--- src/rtl/mux_nto1_stream.sv ---
// Purpose : N_CH x W-bit multiplexer with registered output; direct select or round-robin scan.
// Latency : 1 cycle from sel/in_data to out_data; one-cycle out_valid=0 bubble on every mode switch.
// Backpressure: out_valid && !out_ready freezes outputs, scan pointer, dwell count and state.
//
// Ports:
//   clk, rst            rising-edge clock, synchronous active-high reset
//   in_data [N_CH*W]    packed channels, channel k at [k*W +: W]
//   sel     [SEL_W]     channel select (direct mode only)
//   mode                0 = direct, 1 = scan
//   out_ready           consumer accepts the held sample
//   out_valid/out_data/out_ch/out_err   registered sample, its channel, out-of-range flag
//   out_par             (only with MUX_PARITY_EN) XOR reduction of out_data
//
// Optional feature macro: MUX_PARITY_EN

module mux_nto1_stream #(
  parameter int N_CH  = 5,
  parameter int W     = 1,
  parameter int DWELL = 4
) (
  input  logic                                        clk,
  input  logic                                        rst,
  input  logic [N_CH*W-1:0]                           in_data,
  input  logic [((N_CH > 1) ? $clog2(N_CH) : 1)-1:0]  sel,
  input  logic                                        mode,
  input  logic                                        out_ready,
  output logic                                        out_valid,
  output logic [W-1:0]                                out_data,
  output logic [((N_CH > 1) ? $clog2(N_CH) : 1)-1:0]  out_ch,
  output logic                                        out_err
`ifdef MUX_PARITY_EN
  ,
  output logic                                        out_par
`endif
);

  localparam int SEL_W = (N_CH > 1) ? $clog2(N_CH) : 1;

  localparam logic [1:0] ST_IDLE   = 2'd0;
  localparam logic [1:0] ST_DIRECT = 2'd1;
  localparam logic [1:0] ST_SCAN   = 2'd2;

  localparam logic [SEL_W-1:0] PTR_LAST = SEL_W'(N_CH - 1);
  localparam logic [7:0]       DCNT_LAST = 8'(DWELL - 1);

  logic [1:0]       r_state;
  logic [SEL_W-1:0] r_ptr;
  logic [7:0]       r_dcnt;
  logic             r_valid;
  logic [W-1:0]     r_data;
  logic [SEL_W-1:0] r_ch;
  logic             r_err;

  logic             w_stall;
  logic             w_mode_chg;
  logic             w_sel_ok;
  logic [W-1:0]     w_sel_dat;
  logic [W-1:0]     w_ptr_dat;
  logic [W-1:0]     w_nxt_dat;

  assign w_stall    = r_valid && !out_ready;
  assign w_mode_chg = (r_state == ST_DIRECT && mode) || (r_state == ST_SCAN && !mode);

  // Compare-based mux: an out-of-range sel never indexes past the bus and
  // falls through to 0 with w_sel_ok low.
  always_comb begin
    w_sel_ok  = 1'b0;
    w_sel_dat = '0;
    w_ptr_dat = '0;
    for (int k = 0; k < N_CH; k++) begin
      if (sel == SEL_W'(k)) begin
        w_sel_ok  = 1'b1;
        w_sel_dat = in_data[k*W +: W];
      end
      if (r_ptr == SEL_W'(k)) begin
        w_ptr_dat = in_data[k*W +: W];
      end
    end
  end

  assign w_nxt_dat = (r_state == ST_SCAN) ? w_ptr_dat : w_sel_dat;

  always_ff @(posedge clk) begin
    if (rst) begin
      r_state <= ST_IDLE;
      r_ptr   <= '0;
      r_dcnt  <= '0;
      r_valid <= 1'b0;
      r_data  <= '0;
      r_ch    <= '0;
      r_err   <= 1'b0;
    end else begin
      case (r_state)
        ST_IDLE: begin
          r_state <= mode ? ST_SCAN : ST_DIRECT;
        end
        ST_DIRECT, ST_SCAN: begin
          if (!w_stall) begin
            if (w_mode_chg) begin
              // Switch costs one bubble; the old sample is not re-presented.
              r_state <= mode ? ST_SCAN : ST_DIRECT;
              r_valid <= 1'b0;
              if (mode) begin
                r_ptr  <= '0;
                r_dcnt <= '0;
              end
            end else if (r_state == ST_DIRECT) begin
              r_valid <= 1'b1;
              r_data  <= w_nxt_dat;
              r_ch    <= sel;
              r_err   <= !w_sel_ok;
            end else begin
              r_valid <= 1'b1;
              r_data  <= w_nxt_dat;
              r_ch    <= r_ptr;
              r_err   <= 1'b0;
              if (r_dcnt == DCNT_LAST) begin
                r_dcnt <= '0;
                r_ptr  <= (r_ptr == PTR_LAST) ? '0 : r_ptr + 1'b1;
              end else begin
                r_dcnt <= r_dcnt + 8'd1;
              end
            end
          end
        end
        default: r_state <= ST_IDLE;
      endcase
    end
  end

`ifdef MUX_PARITY_EN
  logic r_par;

  // Loads under exactly the same condition as r_data so the two stay paired.
  always_ff @(posedge clk) begin
    if (rst) begin
      r_par <= 1'b0;
    end else if ((r_state == ST_DIRECT || r_state == ST_SCAN) && !w_stall && !w_mode_chg) begin
      r_par <= ^w_nxt_dat;
    end
  end

  assign out_par = r_par;
`endif

  assign out_valid = r_valid;
  assign out_data  = r_data;
  assign out_ch    = r_ch;
  assign out_err   = r_err;

endmodule

--- config.mk ---
export PLATFORM = sky130hd
export DESIGN_NAME = mux_nto1_stream
export DESIGN_NICKNAME = d
export VERILOG_FILES = /design/src/rtl/mux_nto1_stream.sv
export SDC_FILE = /design/constraint.sdc
export NUM_CORES = 1
export LEC_CHECK = 0
export ABC_AREA = 1
export BUFFER_PORTS_ARGS = -buffer_cell sky130_fd_sc_hd__buf_2
export CORE_MARGIN = 4
export CORE_UTILIZATION = 55
export DETAILED_ROUTE_END_ITERATION = 10
export PLACE_DENSITY = 0.77
export SLEW_MARGIN = 20
export SYNTH_ARGS = -nofsm -noshare
export SYNTH_HDL_FRONTEND = slang
export SYNTH_SLANG_ARGS = --single-unit
--- constraint.sdc ---
create_clock -name clk -period 1.6 [get_ports clk]
set_input_delay 0.32 -clock clk [delete_from_list [all_inputs] [get_ports clk]]
set_output_delay 0.32 -clock clk [all_outputs]
set_load 0.02 [all_outputs]
==> flow_summary_export.csv <==
group,metric,value,unit
status,status,"finished, final reports clean",
layout,diodes,0,
detailed_routing,vias_per_cell,4.98,
worst_setup_path,cp.arrival,1690,ps
pwr,intPower,1130,uW
sta,final-hold-violation-count,0,
worst_setup_path,required,1790,ps
floorplan,ioPinCount,18,
worst_setup_path,crit_fanout,9,
global_route,grt-ovfl-total,0,
detailed_routing,drc_errors,0,
floorplan,dieWidth,55.4,um
synthesis,syn_nets,207,
synthesis,async_reset_ff_share,0,%
detailed_routing,firstDrtPassIters,4,
pwr,seq_power_share,32.2,%
synthesis,synth-edff-count,0,
hold_path,min_path_type,"input pin to flip-flop",
clocking,clk_latency,300,ps
pwr,switching_share,48.0,%
synthesis,ys_seq_area_share,30.8,%
global_route,antenna_found_initial,0,
detailed_routing,routed_wl,2470,um
detailed_routing,drt_iter0_drc,21,
layout,n_fill_cell,192,
pwr,vdd_drop_max,1.32,mV
floorplan,num_rows,16,
synthesis,syn_inst,186,
clocking,cts_max_level,1,
sta,tightestPinTransition,379,ps
sta,maxSlewViolCount,0,
sta,period_share,93.8,%
layout,drive_gt1_share,21.3,%
placement,gp_congestion,0.863,
synthesis,synth_flop_cell,"dfxtp_1",
synthesis,synth_area_per_cell,6.64,sq um
global_route,grt_pass1_vias,1174,
worst_setup_path,cp-start-kind,"flip-flop",
placement,portBuffers,17,
detailed_routing,ant_nets,0,
worst_setup_path,cp-end-kind,"flip-flop",
pwr,pwr-share-clk,11.0,%
placement,place_area,1360,sq um
layout,syn_to_final_growth,14.4,%
sta,slew_headroom,74.7,%
layout,fin_area,1410,sq um
pwr,p_comb_share,56.9,%
sta,period_minus_slack,1500,ps
clocking,root_buffer,"clkbuf_4",
floorplan,dieArea,3070,sq um
synthesis,yosys_warnings,0,
detailed_routing,vias,1165,
sta,max_freq,0.666,GHz
pwr,powerDensity,1540,nW/um^2
floorplan,start_util,60.5,%
sta,fin_tns_setup,0,ps
clocking,cts.sinks,19,
detailed_routing,wl_per_cell,10.6,um
synthesis,syn_area,1230,sq um
sta,setup_violations,0,
clocking,cts_buffer_depth,2,
pwr,p_leak,0.000714,uW
sta,layout_setup_ws,99.4,ps
clocking,cts_made_buffers,3,
clocking,hold_buffers,0,
clocking,cts_tree,"done",
floorplan,fp.dieH,55.4,um
sta,whs,228,ps
global_route,grt_max_degree,12,
sta,fin_worst_skew,13.3,ps
placement,place.detailed.hpwl,2000,um
flow_run,cap_violations,0,
global_route,grt.total_usage,17.3,%
pwr,p_sw,1040,uW
clocking,clk_pin_slew,110,ps
global_route,grt_pass1_wl,4460,um
layout,nNetsFinal,229,
worst_setup_path,path_class,"flip-flop to flip-flop",
synthesis,synth_cell_type_count,24,
placement,dp_slack,5.63,ps
synthesis,ys_ff_latch,19,
floorplan,fp.coreArea,2040,sq um
[power groups by stage]
| stage | Combinational [uW] | Clock (uW) | Sequential (uW) |
|---|---|---|---|
| global route | 1400 | 271 | 719 |
| global placement | 1110 | 0 | 696 |
| detailed placement | 1150 | 0 | 705 |
| finish | 1240 | 238 | 698 |
| CTS | 1170 | 248 | 694 |
| floorplan | 782 | 0 | 779 |
[synth_stat cells, types with 2 or more instances]
| master | n | share of area (%) |
|---|---|---|
| nand2_1 | 36 | 11 |
| inv_1 | 32 | 9.7 |
| nor2_1 | 31 | 9.4 |
| dfxtp_1 | 19 | 31 |
| nand3_1 | 13 | 5.3 |
| a21oi_1 | 10 | 4.1 |
| o21ai_0 | 10 | 4.1 |
| ha_1 | 9 | 9.1 |
| nor2_2 | 4 | 2.0 |
| nand2_4 | 3 | 2.7 |
| inv_2 | 2 | 0.61 |
| nand2_2 | 2 | 1.0 |
| nand4_1 | 2 | 1.0 |
| o21ai_2 | 2 | 1.4 |
| xor2_1 | 2 | 1.4 |
[flip-flops by register name, indices dropped and copies added, names as in the netlist]
register and cells:
r_ptr 3, out_err 1, r_state 2, r_dcnt 8
out_data 1, out_valid 1, out_ch 3
[what timing repair did]
item / in CTS / in global routing
endpoints found under the setup margin: 3 / 18
resized for setup: 1 / 7
pin swaps: 0 / 1
setup buffers: 0 / 0
gates cloned: 0 / 0
[through the flow]
stage | utilization (%) | power, uW | cells
4_1_cts | 68.0 | 2110 | 234
3_3_place_gp | 66.5 | 1810 | 230
2_1_floorplan | - | 1560 | 186
3_5_place_dp | 66.5 | 1860 | 230
5_1_grt | 69.2 | 2390 | 234
6_report | 69.2 | 2170 | 234
[layout by cell type, fill, tap and decap left out]
cell type,instances
a21oi_1,8
a21oi_2,2
buf_2,17
buf_4,1
clkbuf_4,3
clkinv_2,1
clkinv_4,1
dfxtp_1,17
dfxtp_2,2
ha_1,9
inv_1,32
inv_2,2
mux2i_1,1
nand2_1,35
nand2_2,3
nand2_4,3
nand3_1,13
nand3b_1,1
nand4_1,2
nor2_1,30
nor2_2,4
nor2_4,2
nor3_1,1
o211a_1,1
o21ai_0,10
o21ai_2,1
o21ai_4,2
or2_0,1
xor2_1,2
[path summary, 6_finish.rpt]
kind              start         to  cells past startpoint  slack [ps]
max          r_state[0]  r_dcnt[5]                      9         100
min reg2reg   r_dcnt[0]  r_dcnt[0]                      2         510
min                 rst  out_valid                      2         230
max reg2reg  r_state[0]  r_dcnt[5]                      9         100
[layout make-up]
type                            instances  area [sq um]  share of cell area, %
Multi-Input combinational cell        131           739                   52.3
Sequential cell                        19           383                   27.1
Inverter                               35           136                   9.65
Timing Repair Buffer                   18          92.6                   6.55
Tap cell                               27          33.8                   2.39
Clock buffer                            3          22.5                   1.59
Clock inverter                          1          5.00                  0.354
[routing by layer]
layer  track usage (%)  up-vias  part of all wire (%)
met1              19.2      526                    45
met2              31.8       17                    50
met5                 0        -                     0
met4              7.99        0                   1.8
met3              2.80        6                   3.3
li1                  -      616                     -
[critical path, cell delays in order, from the launching register on]
cell	delay, ps
dfxtp_2	370
inv_1	50
ha_1	220
nor2_2	160
nor2_2	50
nand2_2	130
clkinv_4	120
nand2_2	80
xor2_1	170
nor2_2	40
[logic make-up (layout without fill, tap and decap cells)]
logic type               count (synthesis)  after routing  synth area share, %
AO/OA/AOI/OAI                           24             24                 11.7
XOR/XNOR                                 2              2                 1.42
adder cells (fa/ha/maj)                  9              9                 9.12
buffers and inverters                   36             57                 11.3
flip-flops                              19             19                 30.8
multiplexers                             1              1                0.811
AND/OR/NAND/NOR                         95             95                 34.9
Power figures use the tool's default switching activity.
